`src/rtl/fifo_pkg.sv`:
```
// Shared types and helpers for the fifo_lvl FIFO: width derivation,
// wrapping pointer increment and the sticky error flag layout.
package fifo_pkg;

  function automatic int cnt_w(input int entries);
    return $clog2(entries + 1);
  endfunction

  function automatic int ptr_w(input int depth);
    return (depth > 1) ? $clog2(depth) : 1;
  endfunction

  // Explicit wrap so any depth works, not only powers of two.
  function automatic logic [31:0] ptr_next(input logic [31:0] ptr, input int depth);
    return (ptr == 32'(depth - 1)) ? 32'd0 : ptr + 32'd1;
  endfunction

  typedef enum logic [0:0] {
    ERR_UNDERFLOW = 1'b0,
    ERR_OVERFLOW  = 1'b1
  } err_bit_e;

  typedef struct packed {
    logic overflow;
    logic underflow;
  } err_flags_t;

endpackage

```
`src/rtl/fifo_lvl_ptr.sv`:
```
// Wrapping pointer counter for fifo_lvl; advances by one on inc_i and
// wraps from DEPTH-1 back to 0.
module fifo_lvl_ptr
  import fifo_pkg::*;
#(
  parameter int DEPTH = 4,
  localparam int PTR_W = ptr_w(DEPTH)
) (
  input  logic             clk,
  input  logic             reset,
  input  logic             inc_i,
  output logic [PTR_W-1:0] ptr_o
);

  logic [PTR_W-1:0] ptr_q;
  logic [PTR_W-1:0] ptr_d;

  always_comb begin
    ptr_d = ptr_q;
    if (inc_i) ptr_d = PTR_W'(ptr_next(32'(ptr_q), DEPTH));
  end

  always_ff @(posedge clk) begin
    if (reset) ptr_q <= '0;
    else       ptr_q <= ptr_d;
  end

  assign ptr_o = ptr_q;

endmodule

```
`src/rtl/fifo_lvl.sv`:
```
// Synchronous FIFO with arbitrary depth, occupancy count, runtime level
// thresholds and sticky error flags. Define FIFO_FWFT_EN for first-word-fall-through reads.
module fifo_lvl
  import fifo_pkg::*;
#(
  parameter int DATA_W    = 8,
  parameter int ENTRIES_N = 4,
  localparam int CNT_W    = cnt_w(ENTRIES_N)
) (
  input  logic              clk,
  input  logic              reset,
  input  logic              wr_i,
  input  logic [DATA_W-1:0] wr_data_i,
  input  logic              rd_i,
  output logic [DATA_W-1:0] rd_data_o,
  output logic              rd_valid_o,
  input  logic [CNT_W-1:0]  afull_thresh_i,
  input  logic [CNT_W-1:0]  aempty_thresh_i,
  input  logic              err_clr_i,
  output logic              full_o,
  output logic              empty_o,
  output logic              afull_o,
  output logic              aempty_o,
  output logic [CNT_W-1:0]  count_o,
  output logic              overflow_o,
  output logic              underflow_o
);

  localparam int PTR_W = ptr_w(ENTRIES_N);

  logic [DATA_W-1:0] mem_q [ENTRIES_N];
  logic [PTR_W-1:0]  wr_ptr;
  logic [PTR_W-1:0]  rd_ptr;
  logic [CNT_W-1:0]  count_q, count_d;
  logic              full_q, empty_q, afull_q, aempty_q;
  err_flags_t        err_q, err_d;
  logic              wr_accept, rd_accept;

  // Accepts are decided from registered state only; a pop frees room for a push when full.
  assign rd_accept = rd_i & ~empty_q;
  assign wr_accept = wr_i & (~full_q | rd_accept);

  fifo_lvl_ptr #(.DEPTH(ENTRIES_N)) u_wr_ptr (
    .clk   (clk),
    .reset (reset),
    .inc_i (wr_accept),
    .ptr_o (wr_ptr)
  );

  fifo_lvl_ptr #(.DEPTH(ENTRIES_N)) u_rd_ptr (
    .clk   (clk),
    .reset (reset),
    .inc_i (rd_accept),
    .ptr_o (rd_ptr)
  );

  always_comb begin
    count_d = count_q;
    case ({wr_accept, rd_accept})
      2'b10:   count_d = count_q + 1'b1;
      2'b01:   count_d = count_q - 1'b1;
      default: count_d = count_q;
    endcase
  end

  // A set event in the same cycle as a clear keeps the flag high.
  always_comb begin
    err_d.overflow  = (err_q.overflow  & ~err_clr_i) | (wr_i & ~wr_accept);
    err_d.underflow = (err_q.underflow & ~err_clr_i) | (rd_i & empty_q);
  end

  always_ff @(posedge clk) begin
    if (reset) begin
      count_q  <= '0;
      full_q   <= 1'b0;
      empty_q  <= 1'b1;
      afull_q  <= (afull_thresh_i == '0);
      aempty_q <= 1'b1;
      err_q    <= '0;
    end else begin
      count_q  <= count_d;
      full_q   <= (count_d == CNT_W'(ENTRIES_N));
      empty_q  <= (count_d == '0);
      afull_q  <= (count_d >= afull_thresh_i);
      aempty_q <= (count_d <= aempty_thresh_i);
      err_q    <= err_d;
    end
  end

  always_ff @(posedge clk) begin
    if (wr_accept) mem_q[wr_ptr] <= wr_data_i;
  end

`ifdef FIFO_FWFT_EN
  assign rd_data_o  = empty_q ? '0 : mem_q[rd_ptr];
  assign rd_valid_o = ~empty_q;
`else
  logic [DATA_W-1:0] rd_data_q;
  logic              rd_valid_q;

  always_ff @(posedge clk) begin
    if (reset) begin
      rd_data_q  <= '0;
      rd_valid_q <= 1'b0;
    end else begin
      rd_valid_q <= rd_accept;
      if (rd_accept) rd_data_q <= mem_q[rd_ptr];
    end
  end

  assign rd_data_o  = rd_data_q;
  assign rd_valid_o = rd_valid_q;
`endif

  assign count_o     = count_q;
  assign full_o      = full_q;
  assign empty_o     = empty_q;
  assign afull_o     = afull_q;
  assign aempty_o    = aempty_q;
  assign overflow_o  = err_q.overflow;
  assign underflow_o = err_q.underflow;

endmodule

```
`config.mk`:
```
export PLATFORM = sky130hd
export DESIGN_NAME = fifo_lvl
export DESIGN_NICKNAME = d
export VERILOG_FILES = /design/src/rtl/fifo_pkg.sv /design/src/rtl/fifo_lvl_ptr.sv /design/src/rtl/fifo_lvl.sv
export SDC_FILE = /design/constraint.sdc
export NUM_CORES = 1
export LEC_CHECK = 0
export ABC_AREA = 1
export BUFFER_PORTS_ARGS = -buffer_cell sky130_fd_sc_hd__buf_2
export CAP_MARGIN = 20
export CORE_ASPECT_RATIO = 1.25
export CORE_MARGIN = 1
export CORE_UTILIZATION = 60
export DETAILED_ROUTE_END_ITERATION = 10
export GPL_ROUTABILITY_DRIVEN = 0
export GPL_TIMING_DRIVEN = 0
export PLACE_DENSITY = 0.83
export SYNTH_ARGS = -nofsm -noshare
export SYNTH_HDL_FRONTEND = slang
export SYNTH_SLANG_ARGS = --single-unit
```
`constraint.sdc`:
```
create_clock -name clk -period 8.7 [get_ports clk]
set_input_delay 2.61 -clock clk [delete_from_list [all_inputs] [get_ports clk]]
set_output_delay 2.61 -clock clk [all_outputs]
set_load 0.1 [all_outputs]
```
# ---- Yosys cells after proc, flatten, opt, wreduce, memory -nomap -nowiden
# Memory sizes are Yosys's and may differ from the RTL's. A register that Yosys moved wholly into a read port is not among the register bits.
# Index checks and enable logic that the tools add are counted.
dict set report classes {
  shift 0
  multipliers 0
  add_sub_neg 4
  eq_ne 5
  div_mod_pow 0
  n_reduce_logical 2
  bitwise_logic 13
  n_lt_le_gt_ge 2
  n_mux 6
}
# operator n
set op_table {}
lappend op_table {{1-bit bitwise AND} 6}
lappend op_table {{2-bit equality test, second input constant} 3}
lappend op_table {{3-bit zero test} 2}
lappend op_table {{3-bit one-hot mux with 2 select lines} 1}
lappend op_table {{2-bit by 1-bit adder with 2-bit output, second input constant} 2}
lappend op_table {{2-bit 2-to-1 mux} 2}
lappend op_table {{1-bit NOT} 4}
lappend op_table {{3-bit by 1-bit adder with 3-bit output, second input constant} 1}
lappend op_table {{3-bit equality test, second input constant} 1}
lappend op_table {{3-bit >= comparator} 1}
lappend op_table {{3-bit <= comparator} 1}
lappend op_table {{1-bit 2-to-1 mux} 3}
lappend op_table {{1-bit OR} 3}
lappend op_table {{3-bit by 1-bit subtractor with 3-bit output, second input constant} 1}
lappend op_table {{2-bit by 1-bit equality test with 1-bit output, second input constant} 1}
dict set report totals {
  ramBits 32
  memories 1
  ff_bits 14
  wordCells 43
  inputBits 19
  rom_bits 0
  output_inout_bits 18
  latchBits 0
}
# name depth width read_ports rd_ports_with_merged_regs write_ports line
set memory_table {}
lappend memory_table {mem_q 4 8 1 1 1 fifo_lvl.sv:31} ;# logic [DATA_W-1:0] mem_q [ENTRIES_N];

# ---- Depth between registers and ports, before layout
dict set report depth {
  word_depth 8
  depth_mapped 16
}

# ---- Modules after synthesis
# Synthesis repeated with hierarchy kept, for this count alone.
dict set report unflattened {
  cells_unflattened 260
  hier_area_um2 2389.8
}
# module instances cells_per_inst seq_area_each_um2 area_per_inst_um2
set modules_own_cells {}
lappend modules_own_cells {fifo_lvl 1 232 1321.3 2189.6}
lappend modules_own_cells {fifo_lvl_ptr 2 14 40.0 100.1}

# ---- Worst setup path after synthesis
# OpenSTA, ideal clock, no wires.
dict set report synth_path {
  path_type {input -> register}
  from {input rd_i}
  to {register afull_q, in the netlist afull_o}
  slack_ns 4.146
  t_arrival_ns 4.442
  required_ns 8.588
  setup_time_ns 0.112
  path_buffers 1
  path_stages 14
  cell_sequence {nand2_4 > inv_6 > buf_6 > ha_1 > fa_1 > nand2_1 > nand3_1 > nand2_1 > nand2_1 > ha_1 > a21oi_1 > o211ai_1 > nand2_1 > nand2_1}
}
dict set report synth_between {
  elab_chain_len 7
  word_cells_on_any_way 8
  cone_classes {1 x order compare; 2 x eq/ne; 2 x mux; 3 x bitwise}
}
# item line
set synth_rtl {}
lappend synth_rtl {{start, declared} fifo_lvl.sv:14} ;# input logic rd_i,
lappend synth_rtl {{1-bit bitwise AND *} fifo_lvl.sv:40} ;# assign rd_accept = rd_i & ~empty_q;
lappend synth_rtl {{named net rd_accept} fifo_lvl.sv:37} ;# logic wr_accept, rd_accept;
lappend synth_rtl {{1-bit OR} fifo_lvl.sv:41} ;# assign wr_accept = wr_i & (~full_q | rd_accept);
lappend synth_rtl {{1-bit bitwise AND} fifo_lvl.sv:41}
lappend synth_rtl {{2-bit by 1-bit equality test with 1-bit output / 2-bit equality test (equally long branches)} fifo_lvl.sv:59} ;# case ({wr_accept, rd_accept})
lappend synth_rtl {{3-bit one-hot mux with 2 select lines *} fifo_lvl.sv:59}
lappend synth_rtl {{named net count_d[2]} fifo_lvl.sv:34} ;# logic [CNT_W-1:0] count_q, count_d;
lappend synth_rtl {{3-bit >= comparator *} fifo_lvl.sv:84} ;# afull_q <= (count_d >= afull_thresh_i);
lappend synth_rtl {{1-bit 2-to-1 mux *} fifo_lvl.sv:73} ;# if (reset) begin
lappend synth_rtl {{end signal, assigned} fifo_lvl.sv:77} ;# afull_q <= (afull_thresh_i == '0);
lappend synth_rtl {{end signal, assigned} fifo_lvl.sv:84}
lappend synth_rtl {{end, declared} fifo_lvl.sv:35} ;# logic full_q, empty_q, afull_q, aempty_q;
# Mark *: on every way through the listed nets, which the timed path passes. The rest lies on a longest branch.
# A chain may end at the register's enable or synchronous reset.

# ---- Final worst setup path
# Same ends and word-level chain as after synthesis.

==> reports/qor.yml <==
portBuffers: 35
drc: 0
critPathArrivalTime_ns: 4.80
cts_resized: 0
fin_ws_ns: 4.10
p_sw_w: 0.000374
hold_violations: 0
drt_iter0_markers: 68
finalMaxSlewViolations: 0
synthArstFlopShare: 0
clock_path_buffers: 2
p_seq_frac: 0.393
ys_seq_elements: 54
hold_depth: 2
required_ns: 8.91
min_to: "underflow_o$_SDFF_PP0_"
vias: 1718
grt_busiest_layer: "met2"
yosys-top-cells-area: "edfxtp_1 40%, dfxtp_1 18%, nor2_1 9.2%"
synth_top_area_frac: 0.398
maxCapViolCount: 0
startpoint_type: "input pin"
ys_top_cells_by_count: "59 x nor2_1, 41 x nand2_1, 36 x inv_1"
pin_count: 37
cpMostUsedCell: "nand2_1"
worst-r2r-cell-count: 15
rows: 25
cpMaxStageDelayCell: "fa_1"
p_clk_frac: 0.163
p_int_w: 0.000448
worstPathCellList: "buf_2 -> nand2_4 -> inv_6 -> buf_6 -> ha_1 -> fa_1 -> nand2_1 -> nand3_1 -> nand2_1 -> nand2_1 -> ha_1 -> a21oi_1 -> o211ai_1 -> nand2_1 -> nand2_1"
yosysMostFrequentCell: "nor2_1"
numClockSinks: 54
synth_top_flop_cell: "edfxtp_1"
globalRouteOverflowTotal: 0
wire_per_inst_um: 11.9
use_met3: 0.0496
clkLatencyLatePin_ns: 0.31
drt_first_pass_iters: 4
crit_type: "in2reg"
met1_usage: 0.270
antenna_found_initial: 0
tns_ns: 0
yosys_warnings: 0
worst_pin_slew_ns: 0.750
end_kind: "flip-flop"
num-fill-cells: 302
antenna_cells: 0
hp-class: "reg2reg"
reg2reg_to: "afull_o$_DFF_P_"
initial_core_util: 0.632
cts.htree.levels: 2
relSlewSlack: 0.498
power_density_mw_per_mm2: 300
hpwl_mm: 2.98
synthToLayoutAreaGrowth_pct: 13.6
cts.clk_slew.worst_paths_ns: 0.09
ctsRootBufferMaster: "clkbuf_8"
synth_seq_area_share: 0.581
r2r_slack_ns: 6.10
p_leak_nw: 1.26
rr_startpoint: "empty_o$_SDFF_PP1_"
p_sw_frac: 0.455
hold_start: "underflow_o$_SDFF_PP0_"
synth_edf_count: 32
syn-cell-area_mm2: 0.00241
via_per_inst: 4.85
nNetsFinal: 331
synth_top_area_cell: "edfxtp_1"
power_frac_comb: 0.443
cts_made_buffers: 5
post-route-period-util: 0.528
syn-num-nets: 289
hold_buffers: 0
dp_slack_ns: 3.80
drive_above_1_share: 0.193
ys_types: 23
grt_usage: 0.227
max_freq_ghz: 0.218
routed_wl_mm: 4.20
grt_max_degree: 17
netlist_instances: 257
grt_use_met2: 0.384
cpPeakStageDelay_ns: 0.41
postCtsSetupRepairBufs: 0
fin_worst_skew_ns: 0.00515
grt_pass1_wl_mm: 7.02
crit_fanout: 10
fp.dieW_um: 58.7
syn_area_per_cell_um2: 9.39
period_needed_ns: 4.60
outcome: "complete, no violations"
die-area_mm2: 0.00428
rsz0062_at_grt: "no"
grt_pass1_vias: 1629
core_area_mm2: 0.00382
ant_nets: 0
vdd_drop_max_mv: 0.182
cts_tree: "done"
finalSetupViolCount: 0
die_height_um: 72.9
-- critical path, delay by kind of cell --
kind | cells | cell delay (ns)
fa+ha+maj | 3 | 0.97
buf+inv | 3 | 0.32
simple gates | 7 | 0.64
compound gates | 2 | 0.26
-- metrics by stage --
stage               instances  power, W  hold slack (ns)  utilization  instance area, µm²
global placement          346  0.000681            0.448        0.696                2660
floorplan                 257  0.000628            0.500            -                2410
CTS                       354  0.000824            0.468        0.718                2740
detailed placement        346  0.000693            0.456        0.696                2660
finish                    354  0.000821            0.466        0.718                2740
global route              354  0.000867            0.504        0.718                2740
-- sequential cells by signal, summed over array words and instances, names as in the netlist --
name and flops:
u_rd_ptr.ptr_o 2, rd_data_o 8, u_wr_ptr.ptr_o 2, afull_o 1, mem_q 32, full_o 1, underflow_o 1, empty_o 1
overflow_o 1, aempty_o 1, rd_valid_o 1, count_o 3
-- layer usage --
metal	share of wire	up-vias
met5	0	-
met4	0.023	0
met3	0.043	7
met2	0.50	34
li1	-	897
met1	0.44	780
-- power groups by stage --
stage	clock network [W]	registers, W	logic [W]
floorplan	0	0.000482	0.000146
global placement	0	0.000327	0.000354
detailed placement	0	0.000329	0.000364
CTS	0.000135	0.000323	0.000366
global route	0.000143	0.000327	0.000397
finish	0.000134	0.000323	0.000364
-- kinds of logic after synthesis --
logic type / Yosys count / share of synthesized area
compound gates: 22 / 0.0482
simple gates: 122 / 0.207
buf+inv: 45 / 0.0902
fa+ha+maj: 13 / 0.0705
xor+xnor: 1 / 0.00363
flops: 54 / 0.581
-- final cells by class --
| type | instances | area [µm²] | area share |
|---|---|---|---|
| clock inverters | 3 | 16.3 | 0.00593 |
| well taps | 54 | 67.6 | 0.0246 |
| plain buffers | 7 | 70.1 | 0.0256 |
| repair buffers | 35 | 175 | 0.0639 |
| flip-flops and latches | 54 | 1400 | 0.511 |
| inverters | 38 | 148 | 0.0539 |
| clock buffers | 5 | 68.8 | 0.0251 |
| multi-input cells | 158 | 795 | 0.290 |
-- how the worst max path moves through the flow --
stage	startpoint	endpoint	slack [ns]	cells after the start
after floorplan	rd_i	afull_o$_DFF_P_	4.15	14
after global placement	rd_i	afull_o$_DFF_P_	3.88	15
after detailed placement	rd_i	afull_o$_DFF_P_	3.80	15
after CTS	rd_i	afull_o$_DFF_P_	4.12	15
after global routing	rd_i	afull_o$_DFF_P_	3.94	15
final	rd_i	afull_o$_DFF_P_	4.10	15
-- placed cells by master (no fill, tap or decap), types with 2 or more instances in the layout --
cell       n
ha_1      12
o21ai_1    2
nor2_1    59
buf_6      4
clkbuf_8   5
dfxtp_1   22
inv_1     36
o21ai_0   10
nand3_1   15
nor2_2     4
a21oi_1    8
nand2_1   41
buf_2     37
edfxtp_1  32
Note: power is estimated with default switching activity, not from simulation.
